`src/rtl/gtp_link_pkg.sv`:
```
// Shared link-sequencer state encoding and transmit word constants.
package gtp_link_pkg;

  typedef enum logic [1:0] {WAIT, BOND, SYNC, DATA} link_state_t;

  localparam logic [63:0] BOND_W     = 64'h1CFEFBDC_00000000;
  localparam logic [7:0]  BOND_K     = 8'h0F;
  localparam logic [63:0] SYNC_W     = 64'h00000000_FCFCFCFC;
  localparam logic [7:0]  SYNC_K     = 8'hFF;
  localparam logic [15:0] COMMA_BC50 = 16'hBC50;
  localparam logic [7:0]  IDLE_K     = 8'h03;

  function automatic logic [63:0] payload_word(input logic [47:0] data);
    return {data, COMMA_BC50};
  endfunction

endpackage

```
`src/rtl/gtp_bond_frame_gen.sv`:
```
// Bonding frame timer: frame counter plus saturating count of bond words emitted.
module gtp_bond_frame_gen #(
  parameter int unsigned FRAME_BITS = 5,
  parameter int unsigned BOND_COUNT = 255
) (
  input  logic       clock,
  input  logic       reset,
  input  logic       i_clear,
  input  logic       i_enable,
  output logic       o_bond_slot,
  output logic       o_bond_last,
  output logic [7:0] o_bond_cnt
);

  logic [FRAME_BITS-1:0] r_frame_cnt;
  logic [7:0]            r_bond_cnt;

  assign o_bond_slot = &r_frame_cnt;
  assign o_bond_last = o_bond_slot && (r_bond_cnt == 8'(BOND_COUNT - 1));
  assign o_bond_cnt  = r_bond_cnt;

  always_ff @(posedge clock) begin
    if (reset || i_clear) begin
      r_frame_cnt <= '0;
      r_bond_cnt  <= '0;
    end else if (i_enable) begin
      r_frame_cnt <= r_frame_cnt + 1'b1;
      if (o_bond_slot && (r_bond_cnt != 8'hFF))
        r_bond_cnt <= r_bond_cnt + 1'b1;
    end
  end

endmodule

```
`src/rtl/gtp_tx_link_sequencer.sv`:
```
// GTP transmit link sequencer: wait for lane reset-done, bond, comma-sync, then payload.
module gtp_tx_link_sequencer
  import gtp_link_pkg::*;
#(
  parameter int unsigned DONE_STABLE = 16,
  parameter int unsigned FRAME_BITS  = 5,
  parameter int unsigned BOND_COUNT  = 255,
  parameter int unsigned SYNC_WORDS  = 1
) (
  input  logic        clock,
  input  logic        reset,
  input  logic [1:0]  gtp_reset_done,
  input  logic        rebond_req,
  input  logic [47:0] src_data,
  input  logic        src_valid,
  output logic        src_ready,
  output logic        prbs_rst,
  output logic [63:0] tx_data,
  output logic [7:0]  tx_iskchar,
  output logic        link_up,
  output logic [7:0]  bond_cnt
);

  link_state_t r_state;
  logic [7:0]  r_stable_cnt;
  logic [3:0]  r_sync_cnt;
  logic [63:0] r_tx_data;
  logic [7:0]  r_tx_k;

  logic w_done_ok;
  logic w_bond_clear;
  logic w_bond_enable;
  logic w_bond_slot;
  logic w_bond_last;

  assign w_done_ok     = &gtp_reset_done;
  // Bond counters restart on any lane loss, while waiting, and on a rebond request.
  assign w_bond_clear  = !w_done_ok || (r_state == WAIT) ||
                         ((r_state == DATA) && rebond_req);
  assign w_bond_enable = (r_state == BOND) && w_done_ok;

  gtp_bond_frame_gen #(
    .FRAME_BITS (FRAME_BITS),
    .BOND_COUNT (BOND_COUNT)
  ) u_frame_gen (
    .clock       (clock),
    .reset       (reset),
    .i_clear     (w_bond_clear),
    .i_enable    (w_bond_enable),
    .o_bond_slot (w_bond_slot),
    .o_bond_last (w_bond_last),
    .o_bond_cnt  (bond_cnt)
  );

  assign src_ready  = (r_state == DATA);
  assign link_up    = (r_state == DATA);
  assign prbs_rst   = (r_state == WAIT) || (r_state == BOND);
  assign tx_data    = r_tx_data;
  assign tx_iskchar = r_tx_k;

  always_ff @(posedge clock) begin
    if (reset) begin
      r_state      <= WAIT;
      r_stable_cnt <= '0;
      r_sync_cnt   <= '0;
      r_tx_data    <= '0;
      r_tx_k       <= '0;
    end else if (!w_done_ok) begin
      r_state      <= WAIT;
      r_stable_cnt <= '0;
      r_sync_cnt   <= '0;
      r_tx_data    <= '0;
      r_tx_k       <= '0;
    end else begin
      case (r_state)
        WAIT: begin
          r_tx_data <= '0;
          r_tx_k    <= '0;
          if (r_stable_cnt == 8'(DONE_STABLE - 1)) begin
            r_state      <= BOND;
            r_stable_cnt <= '0;
          end else begin
            r_stable_cnt <= r_stable_cnt + 1'b1;
          end
        end
        BOND: begin
          r_tx_data <= w_bond_slot ? BOND_W : '0;
          r_tx_k    <= w_bond_slot ? BOND_K : '0;
          if (w_bond_last)
            r_state <= SYNC;
        end
        SYNC: begin
          r_tx_data <= SYNC_W;
          r_tx_k    <= SYNC_K;
          if (r_sync_cnt == 4'(SYNC_WORDS - 1)) begin
            r_state    <= DATA;
            r_sync_cnt <= '0;
          end else begin
            r_sync_cnt <= r_sync_cnt + 1'b1;
          end
        end
        DATA: begin
          r_tx_data <= payload_word(src_valid ? src_data : '0);
          r_tx_k    <= IDLE_K;
          if (rebond_req)
            r_state <= BOND;
        end
        default: begin
          r_state   <= WAIT;
          r_tx_data <= '0;
          r_tx_k    <= '0;
        end
      endcase
    end
  end

endmodule
```
`config.mk`:
```
export PLATFORM = sky130hd
export DESIGN_NAME = gtp_tx_link_sequencer
export DESIGN_NICKNAME = d
export VERILOG_FILES = /design/src/rtl/gtp_link_pkg.sv /design/src/rtl/gtp_bond_frame_gen.sv /design/src/rtl/gtp_tx_link_sequencer.sv
export SDC_FILE = /design/constraint.sdc
export NUM_CORES = 1
export LEC_CHECK = 0
export BUFFER_PORTS_ARGS = -buffer_cell sky130_fd_sc_hd__buf_2
export CORE_ASPECT_RATIO = 2
export CORE_MARGIN = 2
export CORE_UTILIZATION = 35
export CTS_CLUSTER_DIAMETER = 40
export DETAILED_ROUTE_END_ITERATION = 8
export GPL_ROUTABILITY_DRIVEN = 0
export PLACE_DENSITY = 0.63
export SLEW_MARGIN = 20
export SYNTH_ARGS = -nofsm -noshare
export SYNTH_HDL_FRONTEND = slang
export SYNTH_HIERARCHICAL = 1
export SYNTH_SLANG_ARGS = --single-unit
export TNS_END_PERCENT = 20
```
`constraint.sdc`:
```
create_clock -name clock -period 1.9 [get_ports clock]
set_input_delay 0.095 -clock clock [delete_from_list [all_inputs] [get_ports clock]]
set_output_delay 0.095 -clock clock [all_outputs]
set_load 0.1 [all_outputs]
```
==> out/results.ini <==
[status]
status = finished clean

[sta]
fmax_mhz = 555
finClkSkew_ns = 0.00591
worst_slew_pin_slew_ns = 0.578
setup_tns_ns = 0
rsz0062_at_grt = no
slew-limit-headroom = 0.612
whs_ns = 0.00995
hold_viol = 0
finalCritPeriodShare = 0.948
final.min_clock_period_ns = 1.80
setup_violations = 0
slew_violations = 0

[cts]
cts_buffers = 9
clk-insertion-delay-late_ns = 0.33
htreeDepth = 3
cts_num_sinks = 79
tritoncts = yes
clk_pin_slew_ns = 0.06
clockBufferDepth = 2
root_buffer = clkbuf_16

[floorplan]
die_x_um = 71.9
core_um2 = 8950
io_pins = 137
rows = 49
die_area_um2 = 10100
start_util = 0.360
die_h_um = 140

[cells_and_area]
antennaDiodeCount = 0
synthToLayoutAreaGrowth_pct = 43.5
layout.cells.non_filler = 609
nets = 569
drive_above_1_share = 0.373
final_common_cell = buf_2
layout_common_cells = buf_2, dfxtp_1, nand2_1
fin_area_um2 = 4630

[global_routing]
grt.total_usage = 0.160
gr-total-overflow = 0
grt_pass1_wl_um = 12600
grt_max_degree = 26
grt_pass1_vias = 2781
antenna_found_initial = 0

[power_and_ir_drop]
pwr-share-comb = 0.047
p_per_area_nw_per_um2 = 779
seq_power_share = 0.458
p_clk_frac = 0.494
switchingPower_uw = 736
vdd.ir_drop.worst_uv = 517
power_leakage_nw = 2.06
switching_share = 0.204
p_int_mw = 2.87

[detailed_routing]
postRouteAntennaNets = 0
finalWirelength_um = 8190
routed_via_density = 4.85
drtIter0Drc = 119
post-route-drc-count = 0
drtPass1Iterations = 4
post_drt_wl_per_cell_um = 13.4
vias = 2954

[setup_path]
path_class = reg -> reg
critPathCaptureType = register
cp_data_arrival_time_ns = 2.02
crit_fanout = 3
startpoint_type = register
critPathRequiredTime_ns = 2.12

[placed_design]
port-buffer-count = 132
dpl_cell_area_um2 = 3870
dp_hpwl_um = 5700
dp.cells = 554

[synth]
synth_ff_type = dfxtp_1
synth_edf_count = 0
syn_area_um2 = 3230
ys_ff_latch = 79
synth_warnings = 6
async_reset_ff_frac = 0
seq_area_frac_synth = 0.490
synth_cells = 345
syn_area_per_cell_um2 = 9.35
synthDistinctLibCells = 48

[worst_hold_path]
worst_hold_path_type = in -> reg

[job]
cap_violations = 0

[worst paths after layout]
kind                                           startpoint                                     end  slack, ns  depth (start not counted)
setup reg to reg  u_frame_gen/r_frame_cnt[0]$_SDFFE_PP0P_                 r_state[0]$_SDFFE_PP0P_        0.1                          9
hold reg to reg    u_frame_gen/o_bond_cnt[6]$_SDFFE_PP0P_  u_frame_gen/o_bond_cnt[6]$_SDFFE_PP0P_       0.50                          2
hold / removal                               src_data[29]                  tx_data[45]$_SDFF_PP0_       0.01                          3
setup / recovery  u_frame_gen/r_frame_cnt[0]$_SDFFE_PP0P_                 r_state[0]$_SDFFE_PP0P_        0.1                          9
[per-stage QoR]
| stage | power, mW | util | worst slack (ns) |
|---|---|---|---|
| CTS | 3.65 | 0.512 | 0.0109 |
| global route | 3.71 | 0.517 | 0.0149 |
| detailed placement | 1.80 | 0.432 | 0.0462 |
| finish | 3.61 | 0.517 | 0.0979 |
| floorplan | 1.75 | - | 0.0158 |
| global placement | 1.80 | 0.432 | 0.108 |
[worst max-delay path: stages, from the launching register on]
cell	delay [ns]
dfxtp_4	0.37
ha_4	0.13
and3_4	0.19
ha_4	0.13
nand4_1	0.09
nor2_1	0.14
inv_2	0.07
a221oi_4	0.30
and3_4	0.23
nor3_2	0.03
[synth_stat cells (2+ instances only)]
cell type / count / share of area
mux2i_1: 8 / 0.025
nand3_1: 6 / 0.0093
xor2_1: 5 / 0.014
buf_2: 4 / 0.0062
nand2_1: 49 / 0.057
and4b_1: 2 / 0.0062
nand4_1: 7 / 0.014
buf_6: 2 / 0.0070
dfxtp_1: 79 / 0.49
and4_4: 2 / 0.0070
and3_1: 5 / 0.0097
inv_1: 8 / 0.0093
nor3_1: 6 / 0.0093
xnor2_1: 2 / 0.0054
or3_1: 3 / 0.0058
a21oi_1: 47 / 0.073
ha_1: 13 / 0.050
and2_1: 16 / 0.031
clkbuf_1: 10 / 0.012
o21ai_0: 4 / 0.0062
nor2_1: 19 / 0.022
buf_4: 22 / 0.051
[cells by family after synthesis]
logic type | count (synthesis) | share of synthesized area
multiplexers | 8 | 0.0248
adder cells (fa/ha/maj) | 13 | 0.0504
AND/OR/NAND/NOR | 126 | 0.204
buffers and inverters | 46 | 0.0853
AO/OA/AOI/OAI | 65 | 0.126
other | 1 | 0.00116
flip-flops | 79 | 0.490
XOR/XNOR | 7 | 0.0190
[layer usage]
layer | share of wire | global-route usage
met1 | 0.36 | 0.158
met2 | 0.54 | 0.287
met3 | 0.053 | 0.0377
met4 | 0.041 | 0.106
met5 | 0 | 0
[flip-flops by register name (all words and copies together), names as in the netlist]
register / cells
tx_iskchar: 3
r_stable_cnt: 8
r_state: 2
u_frame_gen/o_bond_cnt: 8
tx_data: 49
r_sync_cnt: 4
u_frame_gen/r_frame_cnt: 5
[cell type report]
type,instances,area [um^2]
fillers,826,4320
flip-flops and latches,79,1600
multi-input cells,223,1420
repair buffers,181,1130
clock buffers,12,267
well taps,102,128
clock inverters,4,52.6
inverters,8,30.0
[power by group through the flow]
stage               combinational [mW]  clock [mW]  sequential (mW)
floorplan                       0.0529           0             1.69
global placement                 0.106           0             1.69
detailed placement               0.106           0             1.69
CTS                              0.169        1.82             1.66
global route                     0.181        1.88             1.65
finish                           0.170        1.78             1.65
[repair_timing]
item	4_1_cts	5_1_grt
resized for setup	3	14
cloned	0	0
pin swaps	0	4
setup endpoints to repair	1	3
hold buffers	39	0
hold endpoints to repair	39	0
setup buffers	0	0
Power figures use the tool's default switching activity.
